### src/rtl/mux_rr_n.sv
// N-input round-robin arbitrating mux with a registered valid/ready output stage.
// Define MUX_RR_LOCK_EN to hold the grant on one channel until its in_last beat.
module mux_rr_n #(
    parameter int WIDTH    = 4,
    parameter int CHANNELS = 4,
    parameter int SEL_W    = $clog2(CHANNELS)
) (
    input  logic                      clk,
    input  logic                      rst,
    input  logic [CHANNELS*WIDTH-1:0] in_data,
    input  logic [CHANNELS-1:0]       in_valid,
    input  logic [CHANNELS-1:0]       in_last,
    output logic [CHANNELS-1:0]       in_ready,
    output logic [WIDTH-1:0]          out_data,
    output logic                      out_valid,
    input  logic                      out_ready,
    output logic                      out_last,
    output logic [SEL_W-1:0]          out_sel
);

    logic                slot_free;
    logic                grant_valid;
    logic                accept;
    logic [SEL_W-1:0]    grant_idx;
    logic [SEL_W-1:0]    scan_idx;
    logic [SEL_W-1:0]    next_ptr;
    logic [SEL_W-1:0]    ptr;
    logic [CHANNELS-1:0] eligible;
    logic [WIDTH-1:0]    grant_data;

`ifdef MUX_RR_LOCK_EN
    logic                locked;
    logic [SEL_W-1:0]    lock_ch;

    // While a burst is open only the locked channel may win, even if it idles.
    always_comb begin
        eligible = in_valid;
        if (locked) begin
            eligible          = '0;
            eligible[lock_ch] = in_valid[lock_ch];
        end
    end
`else
    assign eligible = in_valid;
`endif

    assign slot_free = !out_valid || out_ready;

    // Scan from ptr upward, wrapping explicitly so unused indices are never visited.
    always_comb begin
        grant_valid = 1'b0;
        grant_idx   = '0;
        scan_idx    = ptr;
        for (int k = 0; k < CHANNELS; k++) begin
            if (!grant_valid && eligible[scan_idx]) begin
                grant_valid = 1'b1;
                grant_idx   = scan_idx;
            end
            scan_idx = (scan_idx == SEL_W'(CHANNELS - 1)) ? '0 : scan_idx + 1'b1;
        end
    end

    assign accept     = grant_valid && slot_free && !rst;
    assign next_ptr   = (grant_idx == SEL_W'(CHANNELS - 1)) ? '0 : grant_idx + 1'b1;
    assign grant_data = in_data[grant_idx*WIDTH +: WIDTH];

    always_comb begin
        in_ready = '0;
        for (int i = 0; i < CHANNELS; i++) begin
            in_ready[i] = accept && (grant_idx == SEL_W'(i));
        end
    end

    always_ff @(posedge clk or posedge rst) begin
        if (rst) begin
            out_valid <= 1'b0;
            out_data  <= '0;
            out_last  <= 1'b0;
            out_sel   <= '0;
            ptr       <= '0;
`ifdef MUX_RR_LOCK_EN
            locked    <= 1'b0;
            lock_ch   <= '0;
`endif
        end else if (accept) begin
            out_valid <= 1'b1;
            out_data  <= grant_data;
            out_last  <= in_last[grant_idx];
            out_sel   <= grant_idx;
            ptr       <= next_ptr;
`ifdef MUX_RR_LOCK_EN
            if (locked) begin
                if (in_last[grant_idx]) begin
                    locked <= 1'b0;
                end
            end else if (!in_last[grant_idx]) begin
                locked  <= 1'b1;
                lock_ch <= grant_idx;
            end
`endif
        end else if (out_ready) begin
            out_valid <= 1'b0;
        end
    end

endmodule

### config.mk
export PLATFORM = sky130hd
export DESIGN_NAME = mux_rr_n
export DESIGN_NICKNAME = d
export VERILOG_FILES = /design/src/rtl/mux_rr_n.sv
export SDC_FILE = /design/constraint.sdc
export NUM_CORES = 1
export LEC_CHECK = 0
export BUFFER_PORTS_ARGS = -buffer_cell sky130_fd_sc_hd__clkbuf_2
export CORE_MARGIN = 1.5
export CORE_UTILIZATION = 40
export CTS_BUF_LIST = sky130_fd_sc_hd__clkbuf_8
export CTS_CLUSTER_DIAMETER = 80
export DETAILED_ROUTE_END_ITERATION = 8
export GPL_TIMING_DRIVEN = 0
export PLACE_DENSITY = 0.66
export SLEW_MARGIN = 10
export SYNTH_ARGS = -nofsm -noshare
export SYNTH_HDL_FRONTEND = slang
export SYNTH_SLANG_ARGS = --single-unit
### constraint.sdc
create_clock -name clk -period 6.95 [get_ports clk]
set_input_delay 0.3475 -clock clk [delete_from_list [all_inputs] [get_ports clk]]
set_output_delay 0.3475 -clock clk [all_outputs]
set_load 0.01 [all_outputs]
; ---- After elaboration in Yosys (flattened, before gate mapping)
; Cells that the tools add are included.
[classes]
addsub = 4
order_cmp = 5
eq_ne = 6
n_shift = 1
n_mux = 24
n_reduce_logical = 17
[ops]
columns = op, count
row1 = 2-to-1 mux 2 bit, 8
row2 = variable part select 16 x 5 -> 4 bit, 1
row3 = < comparator 2 x 3 -> 1 bit (second input constant), 5
row4 = 2-to-1 mux 1 bit, 11
row5 = binary-select mux 1 bit (select 2 bit), 5
row6 = == test 2 bit (second input constant), 5
row7 = logical AND 1 bit, 9
row8 = adder 2 x 1 -> 2 bit (second input constant), 4
row9 = logical NOT 1 bit, 5
row10 = == test 2 x 1 -> 1 bit (second input constant), 1
row11 = logical NOT 2 bit, 1
row12 = nonzero test 2 bit, 1
row13 = logical OR 1 bit, 1
[totals]
reg_bits = 10
inputBits = 27

; ---- Depth between registers and ports, before layout
[depth]
word_depth = 15
mapped_depth = 11

; ---- Worst setup path before layout
; OpenSTA, ideal clock, no wires.
[synth_timing]
kind = register to register
start = register ptr[0]
end = register out_data[1]
setup_ns = 0.125
t_arrival_ns = 2.699
required_time_ns = 6.825
path_slack_ns = 4.126
stages_incl_launch_ff = 9
synth_period_minus_slack_ns = 2.824
cell_sequence = dfrtp_1 ha_1 buf_6 xnor2_1 o32a_1 o221ai_2 a211oi_4 mux4_1 mux2_4
[synth_via]
elab_chain_len = 14
elab_cells_between_ends = 34
classes_between = 3 x add/sub / 3 x eq/ne / 1 x shift / 19 x mux / 8 x reduce/logical
[synth_lines]
columns = element, line_no
row1 = start: declaration, 27  ; logic [SEL_W-1:0] ptr;
row2 = start signal: assignment, 90  ; ptr <= next_ptr;
row3 = branches (longest 14 deep; another with adder 2 x 1 -> 2 bit), -
row4 = end signal: assignment, 87  ; out_data <= grant_data;
row5 = end: declaration, 14  ; output logic [WIDTH-1:0] out_data,
; Parallel ways; which one is timed is not known. The select of a mux whose other input is x is not followed.
; A chain may end at the register's enable or synchronous reset.

; ---- Worst setup path after layout
[layout_timing]
start = register ptr[0]
end = output in_ready[1]
[layout_via]
elab_cells_between_ends = 35
classes_between = 3 x add/sub / 4 x eq/ne / 19 x mux / 9 x reduce/logical
[layout_rtl]
columns = element, line_no
row1 = branches (longest 11 deep; another with adder 2 x 1 -> 2 bit), -
row2 = 2-to-1 mux 2 bit *, 55  ; if (!grant_valid && eligible[scan_idx]) begin
row3 = named net grant_idx[1], 24  ; logic [SEL_W-1:0] grant_idx;
row4 = == test 2 x 1 -> 1 bit *, 70  ; in_ready[i] = accept && (grant_idx == SEL_W'(i));
row5 = logical AND 1 bit *, 70
row6 = end: declaration, 13  ; output logic [CHANNELS-1:0] in_ready,
; Mark *: on every way through the listed nets, which the timed path passes. The select of a mux whose other input is x is not followed.

==> out/summary.txt <==
Status -> finished, final reports clean
Post-DP HPWL -> 1.65 mm
Yosys warns -> 0
Post-Synthesis Cell Area -> 1000 um2
Initial DRC count -> 20
Setup TNS -> 0 ns
Commonest non-fill, non-tap cell in the layout -> clkbuf_2
RSZ-0062 raised after global routing -> false
Root buffer cell -> clkbuf_8
Xor/xnor share of the synthesized area -> 0.876%
Crit Path Max Fanout -> 9
Compound-Gate Fraction of Synth Area -> 20.3%
R2R Setup Slk -> 3.79 ns
Sum of buffers and inverters on the critical path -> 3
Layout cells sized above 1 -> 47.0%
CP top delay family -> compound AO/OA/AOI/OAI gates
CP Cell Sequence -> ha_1 -> buf_6 -> xnor2_1 -> a21boi_1 -> o221ai_2 -> a32oi_1 -> a41oi_2 -> inv_1 -> ha_1 -> and2_1 -> clkbuf_2
Chip Height -> 53.0 um
Predominant post-synthesis flop cell -> dfrtp_1
Pwr dens -> 523 nW/um2
Num rows -> 17
Max_cap viols -> 0
Die W -> 53.0 um
GRT Residual Overflow -> 0
CP startpoint -> ptr[0]
Worst R2R Start -> ptr[0]
Buffer count from post-CTS setup fixing -> 0
Required time of the critical path -> 6.60 ns
Max IR drop VDD -> 238 uV
WL final -> 2.11 mm
DR DRC count -> 0
Die footprint -> 2810 um2
Worst setup SP type -> register
Worst slew margin -> 59.4%
Final Max Slew Viols -> 0
Top cell type's share of synthesized area -> 25.0%
FF+latch count, synth -> 10
Antenna Cells -> 0
Final Hold Fails -> 0
Post-CTS sizing -> 0
Syn nets -> 126
Cell count after synthesis -> 94
Worst setup margin -> 3.53 ns
Layout Skew -> 0.00370 ns
Mapped Avg Cell Area -> 10.6 um2
Max Clk Rate -> 292 MHz
Post-synth EDFFs -> 0
Clock latency at the later pin of the worst-skew pair -> 0.23 ns
GRT Total Usage -> 16.9%
Input/output buffers -> 36
First drt pass iteration count -> 4
Post-synth top area cell -> dfrtp_1
Lkg Pwr -> 0.631 nW
Ranking of synthesized cells by area -> dfrtp_1 (25%), mux4_1 (11%), ha_1 (6.3%), mux2_4 (6.0%), mux2i_1 (5.0%)
GP Congestion -> 0.771
CTS sink count -> 10
Crit share post-route -> 49.3%
Mux cell area share after synthesis -> 28.5%
Yosys cell types -> 42
# setup viols final -> 0
Fin crit period -> 3.42 ns
P&R area growth vs syn -> 27.0%
Vias in the first global route -> 833
First-pass GRT wire length -> 3.52 mm
Longest Clk Path Bufs -> 2
FILL cells -> 201
Async set-reset flop share out of synthesis -> 100%
Worst slack, placed -> 3.77 ns
DRT antenna net count -> 0
Hold Path Class -> in2async
Simple-Gate Fraction of Synth Area -> 11.3%
Post-Synth Adder-Cell Area -> 6.26%
Main combinational cell family by area after synthesis -> multiplexers
Via/cell ratio -> 5.56
Via Count -> 901
Cell repeated most along the worst path -> ha_1
Crit path kind -> reg2out
Worst Setup End Kind -> primary output
CP max-delay cell -> a41oi_2
Register area share after synthesis -> 25.0%
CTS tree -> built
Clk slew on worst S/H paths -> 0.05 ns
Worst Tran Pin Value -> 0.607 ns
TritonCTS Buffers -> 3
Max incr delay on CP -> 0.47 ns
H-tree levels -> 1
Final Power -> 0.000664 W
FF-to-FF path depth -> 8
Core area -> 2280 um2
Pin count of the biggest net entering global routing -> 11
Wirelength per Cell -> 13.0 um
Cts hold-fix bufs -> 0
Commonest cells after routing, fill and taps aside -> clkbuf_2 (37), dfrtp_1 (10), inv_1 (7), o21ai_0 (7), nand2_1 (6)
R2R Path End -> out_data[0]
Nets -> 167
Initial Utilization -> 43.9%
IO Pins -> 39
Antenna violations before repair -> 0
WP data arrival -> 3.08 ns
## sequential cells by signal, indices dropped and copies added, names as in the netlist
| signal | flops |
|---|---|
| out_data | 4 |
| out_sel | 2 |
| out_valid | 1 |
| ptr | 2 |
| out_last | 1 |
## Yosys cell counts (all sizes together) (2+ instances only)
| cell | number |
|---|---|
| o21ai | 7 |
| inv | 8 |
| ha | 5 |
| or2 | 2 |
| a21oi | 3 |
| mux2 | 9 |
| mux2i | 6 |
| buf | 6 |
| nand2b | 2 |
| nand2 | 6 |
| and2 | 4 |
| dfrtp | 10 |
| mux4 | 4 |
## per-layer routing
layer	vias up	share of wire [%]	wire length, um	GRT usage [%]
met5	-	0	0	0
met4	0	0	0	6.41
met3	0	6.3	133	1.98
met2	36	51	1070	30.2
met1	432	43	898	20.5
li1	433	-	-	-
## worst max-delay path by stage
stage             endpoint  slack, ns  cells after the start
3_3_place_gp   out_data[1]       3.82                      8
4_1_cts        in_ready[1]       3.50                     11
3_5_place_dp   in_ready[1]       3.77                     11
6_report       in_ready[1]       3.53                     11
2_1_floorplan  out_data[1]       4.13                      8
5_1_grt        in_ready[0]       3.28                     11
## logic make-up after synthesis
kind of cell             count (synthesis)
AO/OA/AOI/OAI                           24
AND/OR/NAND/NOR                         20
multiplexers                            19
buffers and inverters                   15
flip-flops                              10
adder cells (fa/ha/maj)                  5
XOR/XNOR                                 1
## metrics by stage
stage / hold WS, ns / instances / utilization (%) / area [um2]
3_3_place_gp: 0.337 / 158 / 53.4 / 1210
3_5_place_dp: 0.340 / 158 / 53.4 / 1210
5_1_grt: 0.105 / 162 / 55.8 / 1270
4_1_cts: 0.0831 / 162 / 55.8 / 1270
6_report: 0.0730 / 162 / 55.8 / 1270
2_1_floorplan: 0.188 / 94 / - / 1000
## area by class of cell
cell class | count | area [um2] | area share, %
inverter | 8 | 30.0 | 2.36
clock buffer | 4 | 55.1 | 4.33
sequential | 10 | 250 | 19.7
buffer | 7 | 47.5 | 3.74
multi-input combinational | 69 | 672 | 52.9
timing repair buffer | 36 | 180 | 14.2
tap | 28 | 35.0 | 2.76
## power by group
group          switching, W  internal, W
registers         0.0000188    0.0000890
clock network     0.0000227    0.0000498
logic              0.000245     0.000239
Note: power is estimated with default switching activity, not from simulation.
